**src/rtl/osc_edge_counter_pkg.sv**
```systemverilog
// osc_edge_counter_pkg: shared state encoding and count-limit helper for the oscillator edge counter
package osc_edge_counter_pkg;
  typedef enum logic [1:0] {IDLE, COUNT, FINISH} state_t;
  function automatic logic [63:0] cnt_max(input int unsigned w);
    return (64'd1 << w) - 64'd1;
  endfunction
endpackage

```
**src/rtl/osc_edge_counter_if.sv**
```systemverilog
// osc_edge_counter_if: start/done measurement handshake, oscillator input and result bus
interface osc_edge_counter_if #(
  parameter int CNT_W  = 16,
  parameter int GATE_W = 12
);
  logic              START;
  logic [GATE_W-1:0] GATE_LEN;
  logic              OSC_IN;
  logic              BUSY;
  logic              DONE;
  logic [CNT_W-1:0]  COUNT;
  logic              OVF;
  modport master (output START, GATE_LEN, OSC_IN, input BUSY, DONE, COUNT, OVF);
  modport slave  (input START, GATE_LEN, OSC_IN, output BUSY, DONE, COUNT, OVF);
endinterface

```
**src/rtl/osc_edge_counter_sync.sv**
```systemverilog
// osc_sync_edge: two-flop synchronizer plus history flop producing a one-cycle rising-edge strobe
module osc_sync_edge (
  input  logic CLK,
  input  logic RN,
  input  logic D,
  output logic EDGE
);
  logic [2:0] sh_q, sh_d;
  always_comb sh_d = {sh_q[1:0], D};
  always_ff @(posedge CLK or negedge RN)
    if (!RN) sh_q <= '0;
    else sh_q <= sh_d;
  assign EDGE = sh_q[1] & ~sh_q[2];
endmodule

```
**src/rtl/osc_edge_counter.sv**
```systemverilog
// osc_edge_counter: counts oscillator rising edges over a GATE_LEN+1 cycle window
// OSC_EDGE_CNT_SAT_EN selects a saturating accumulator; otherwise it wraps
module osc_edge_counter
  import osc_edge_counter_pkg::*;
#(
  parameter int CNT_W  = 16,
  parameter int GATE_W = 12
) (
  input logic CLK,
  input logic RN,
  osc_edge_counter_if.slave bus
);
  localparam logic [CNT_W-1:0] CNT_MAX = CNT_W'(cnt_max(CNT_W));
  state_t            state_q, state_d;
  logic [GATE_W-1:0] timer_q, timer_d;
  logic [CNT_W-1:0]  acc_q, acc_d, count_q, count_d;
  logic              ovf_r_q, ovf_r_d, ovf_q, ovf_d, busy_q, busy_d, done_q, done_d;
  logic              edge_w, at_max;
  osc_sync_edge u_sync (.CLK(CLK), .RN(RN), .D(bus.OSC_IN), .EDGE(edge_w));
  assign at_max = acc_q == CNT_MAX;
  always_comb begin
    state_d = state_q;
    timer_d = timer_q;
    acc_d   = acc_q;
    ovf_r_d = ovf_r_q;
    count_d = count_q;
    ovf_d   = ovf_q;
    busy_d  = busy_q;
    done_d  = 1'b0;
    case (state_q)
      IDLE: if (bus.START) begin
        state_d = COUNT;
        timer_d = bus.GATE_LEN;
        acc_d   = '0;
        ovf_r_d = 1'b0;
        busy_d  = 1'b1;
      end
      COUNT: begin
        if (edge_w) begin
`ifdef OSC_EDGE_CNT_SAT_EN
          acc_d = at_max ? acc_q : acc_q + 1'b1;
`else
          acc_d = acc_q + 1'b1;
`endif
          ovf_r_d = ovf_r_q | at_max;
        end
        state_d = (timer_q == '0) ? FINISH : COUNT;
        busy_d  = timer_q != '0;
        timer_d = (timer_q == '0) ? timer_q : timer_q - 1'b1;
      end
      FINISH: begin
        count_d = acc_q;
        ovf_d   = ovf_r_q;
        done_d  = 1'b1;
        state_d = IDLE;
      end
      default: state_d = IDLE;
    endcase
  end
  always_ff @(posedge CLK or negedge RN)
    if (!RN) begin
      state_q <= IDLE;
      timer_q <= '0;
      acc_q   <= '0;
      ovf_r_q <= 1'b0;
      count_q <= '0;
      ovf_q   <= 1'b0;
      busy_q  <= 1'b0;
      done_q  <= 1'b0;
    end else begin
      state_q <= state_d;
      timer_q <= timer_d;
      acc_q   <= acc_d;
      ovf_r_q <= ovf_r_d;
      count_q <= count_d;
      ovf_q   <= ovf_d;
      busy_q  <= busy_d;
      done_q  <= done_d;
    end
  assign bus.BUSY  = busy_q;
  assign bus.DONE  = done_q;
  assign bus.COUNT = count_q;
  assign bus.OVF   = ovf_q;
endmodule
```
**src/flat_wrapper.sv**
```systemverilog
// flat-port wrapper written by rule: the top's interface ports become plain ports
module osc_edge_counter_flat import osc_edge_counter_pkg::*;
#(
  parameter int CNT_W  = 16,
  parameter int GATE_W = 12
)
  (CLK, RN, bus_START, bus_GATE_LEN, bus_OSC_IN, bus_BUSY, bus_DONE, bus_COUNT, bus_OVF);
  osc_edge_counter_if #(.CNT_W(CNT_W), .GATE_W(GATE_W)) bus_i ();
  input logic CLK;
  input logic RN;
  input wire logic [$bits(bus_i.START)-1:0] bus_START;
  input wire logic [$bits(bus_i.GATE_LEN)-1:0] bus_GATE_LEN;
  input wire logic [$bits(bus_i.OSC_IN)-1:0] bus_OSC_IN;
  output wire logic [$bits(bus_i.BUSY)-1:0] bus_BUSY;
  output wire logic [$bits(bus_i.DONE)-1:0] bus_DONE;
  output wire logic [$bits(bus_i.COUNT)-1:0] bus_COUNT;
  output wire logic [$bits(bus_i.OVF)-1:0] bus_OVF;
  assign bus_i.START = bus_START;
  assign bus_i.GATE_LEN = bus_GATE_LEN;
  assign bus_i.OSC_IN = bus_OSC_IN;
  assign bus_BUSY = bus_i.BUSY;
  assign bus_DONE = bus_i.DONE;
  assign bus_COUNT = bus_i.COUNT;
  assign bus_OVF = bus_i.OVF;
  osc_edge_counter #(.CNT_W(CNT_W), .GATE_W(GATE_W)) u_core (.CLK(CLK), .RN(RN), .bus(bus_i));
endmodule
```
**config.mk**
```make
export PLATFORM = sky130hd
export DESIGN_NAME = osc_edge_counter_flat
export DESIGN_NICKNAME = d
export VERILOG_FILES = /design/src/rtl/osc_edge_counter_pkg.sv /design/src/rtl/osc_edge_counter_if.sv /design/src/rtl/osc_edge_counter_sync.sv /design/src/rtl/osc_edge_counter.sv /design/src/flat_wrapper.sv
export SDC_FILE = /design/constraint.sdc
export NUM_CORES = 1
export LEC_CHECK = 0
export ABC_AREA = 1
export ABC_CLOCK_PERIOD_IN_PS = 1600
export CORE_MARGIN = 2
export CORE_UTILIZATION = 45
export CTS_BUF_LIST = sky130_fd_sc_hd__clkbuf_8
export DETAILED_ROUTE_END_ITERATION = 8
export PLACE_DENSITY = 0.76
export REMOVE_ABC_BUFFERS = 1
export SETUP_SLACK_MARGIN = 0.4
export SLEW_MARGIN = 10
export SYNTH_ARGS = -nofsm -noshare
export SYNTH_HDL_FRONTEND = slang
export SYNTH_SLANG_ARGS = --single-unit
```
**constraint.sdc**
```tcl
create_clock -name CLK -period 1.6 [get_ports CLK]
set_input_delay 0.24 -clock CLK [delete_from_list [all_inputs] [get_ports CLK]]
set_output_delay 0.24 -clock CLK [all_outputs]
set_load 0.01 [all_outputs]
```
==> results.txt <==
Die H = 83.7 microns
Final Setup Violations = 0
Area contributors post-synth = dfrtp_1 46%, nand2_1 17%, nand3_1 5.4%
peak supply drop = 0.647 mV
Reg clk slew, reported paths = 0.09 ns
Avg Inst Size Synth = 7.53 sq um
Clock Latency Late Sink = 0.32 ns
post-synth top area share = 0.465
antenna violations before repair = 0
area leader, netlist = dfrtp_1
biggest cell delay along the critical path = 0.42 ns
first-pass GRT wire length = 12.7 mm
DP Area = 0.00332 sq mm
CP dominant cell by count = buf_6
clk sink count = 53
worst hold path class = flip-flop to flip-flop
largest net degree at the start of global routing = 21
share of cells above drive strength 1 = 0.363
routability cong. = 0.885
commonest non-fill, non-tap cells in the layout = 107 x nand2_1, 46 x dfrtp_1, 32 x buf_4, 31 x inv_1, 24 x nand3_1
Hold Fails Final Rpt = 0
mapped cell area = 0.00286 sq mm
Max Cap Violations = 0
WS Path Type = flip-flop to flip-flop
CTS H-Tree Depth = 2
GRT overflow = 0
YS warnings = 0
port buffer count = 34
Syn Inst Count = 379
vias in the first global route = 2764
crit path cell chain = buf_6 -> nor2_8 -> nand2_4 -> nand2_8 -> buf_6 -> nand4_1 -> o21ai_1
CTS tree = yes
LEAKAGE = 1.97 nW
Non-Filler Instances = 543
Layout area overhead = 46.7%
Crit Path Max Fanout = 7
row cnt = 29
total power = 4.52 mW
wire per inst = 16.3 microns
Slew @ Worst Pin = 0.468 ns
post-layout util = 0.671
via count = 3005
CP startpoint = u_core.state_q[1]
Clock Skew = 0.00754 ns
DIE WIDTH = 83.7 microns
Fin Setup TNS = 0 ns
pwr dens = 1080 mW/mm^2
Worst Path Arrival = 1.67 ns
Clock Path Buffers = 2
DR iter-0 viols = 380
Fmax achieved = 688 MHz
CP Launch Type = flip-flop
most common cell after layout, fill and taps aside = nand2_1
Post-DRT Antenna Nets = 0
min-delay src = u_core.u_sync.sh_q[0]
post-synthesis cell type count = 29
worst endpoint required time = 1.82 ns
sequential element share of the synthesized area = 0.465
RSZ-0062 raised after global routing = true
drt via density = 5.53
Tmin final = 1.45 ns
CTS buffer count = 5
hpwl dp = 4.42 mm
core area = 0.00624 sq mm
max-slew violation count = 0
drc violations = 0
Layout Nets = 485
post-synthesis register bit count = 53
Die ar. = 0.00700 sq mm
Placed Cells = 491
n_diodes = 0
critical path capture point type = flip-flop
Design Area, Final = 0.00419 sq mm
Slew HR = 0.688
Starting Density = 0.457
status = finished clean
drt first pass iters = 5
critical path's slowest cell = dfrtp_2
Final period util = 0.909
CTS root buf = clkbuf_8
Ports = 35
reg-to-reg startpoint = u_core.state_q[1]
Total Routing Usage GR = 0.222
routed wire length = 8.85 mm
path summary, 6_finish.rpt:
path / to / slack (ns) / cells after the start
worst max-delay path: u_core.acc_q[7] / 0.15 / 7
worst min register to register: u_core.u_sync.sh_q[1] / 0.36 / 0
max in group asynchronous: u_core.acc_q[7] / 0.74 / 3
worst max register to register: u_core.acc_q[7] / 0.15 / 7
min in group asynchronous: u_core.bus.COUNT[4] / 0.39 / 2
worst min-delay path: u_core.u_sync.sh_q[1] / 0.36 / 0
cell type report:
class | count | area (sq um)
Fill cell | 481 | 2050
Multi-Input combinational cell | 279 | 1690
Sequential cell | 53 | 1340
Timing Repair Buffer | 87 | 816
Inverter | 40 | 168
Tap cell | 77 | 96.3
Clock buffer | 6 | 82.6
Clock inverter | 1 | 3.75
through the flow:
step / setup WS [ns] / hold slack, ns
final: 0.146 / 0.357
after global routing: 0.0852 / 0.361
after CTS: 0.233 / 0.362
after detailed placement: 0.0547 / 0.213
after global placement: 0.137 / 0.211
after floorplan: 0.208 / -0.0556
logic make-up after synthesis:
logic type | after synthesis | synth area share
adder cells (fa/ha/maj) | 3 | 0.0131
AND/OR/NAND/NOR | 226 | 0.355
flip-flops | 53 | 0.465
buffers and inverters | 50 | 0.0771
AO/OA/AOI/OAI | 46 | 0.0876
XOR/XNOR | 1 | 0.00307
per-layer routing:
metal / wire length [microns] / share of wire / GRT usage / vias up
li1: - / - / - / 1393
met4: 417 / 0.047 / 0.0792 / 0
met5: 0 / 0 / 0 / -
met1: 3250 / 0.37 / 0.270 / 1406
met3: 669 / 0.076 / 0.0406 / 46
met2: 4510 / 0.51 / 0.393 / 160
worst max-delay path: cells and delay by family, from the launching register on:
| kind | cells | cell delay [ns] |
|---|---|---|
| AOI/OAI and AO/OA | 1 | 0.18 |
| buffers and inverters | 2 | 0.26 |
| DFF | 1 | 0.42 |
| and+or+nand+nor | 4 | 0.47 |
power by group:
group | internal (mW) | switching [mW]
registers | 1.57 | 0.307
clock network | 0.338 | 0.447
logic | 0.772 | 1.08
sequential cells by signal (all words and copies together) (netlist names):
name and flops:
u_core.bus.BUSY 1, u_core.u_sync.sh_q 3, u_core.timer_q 12, u_core.bus.OVF 1, u_core.state_q 2, u_core.bus.DONE 1
u_core.ovf_r_q 1, u_core.acc_q 16, u_core.bus.COUNT 16
synthesized netlist by cell type:
master and instances:
nand2_1 128, and3_2 1, nor2_2 3, ha_1 3, buf_4 3, inv_2 3, nand3_2 1, xor2_1 1
nand2_4 2, inv_1 37, nor2_8 1, dfrtp_1 53, buf_2 5, a31oi_1 2, nor3_1 1, a21oi_1 3
nand2_2 5, o21ai_1 6, nand3_1 31, nor2_4 2, or2_2 1, buf_6 2, nand3_4 1, nor2_1 37
nand3b_1 1, o21ai_2 4, a22oi_1 1, nand4_1 11, o21ai_0 30
timing repair:
item,in CTS,in global routing
pin swaps,19,29
endpoints found under the hold margin,16,0
gates cloned,3,2
resized for setup,103,85
setup buffers,26,13
hold buffers,1,0
setup endpoints to repair,68,63
(Power assumes the default switching activity.)
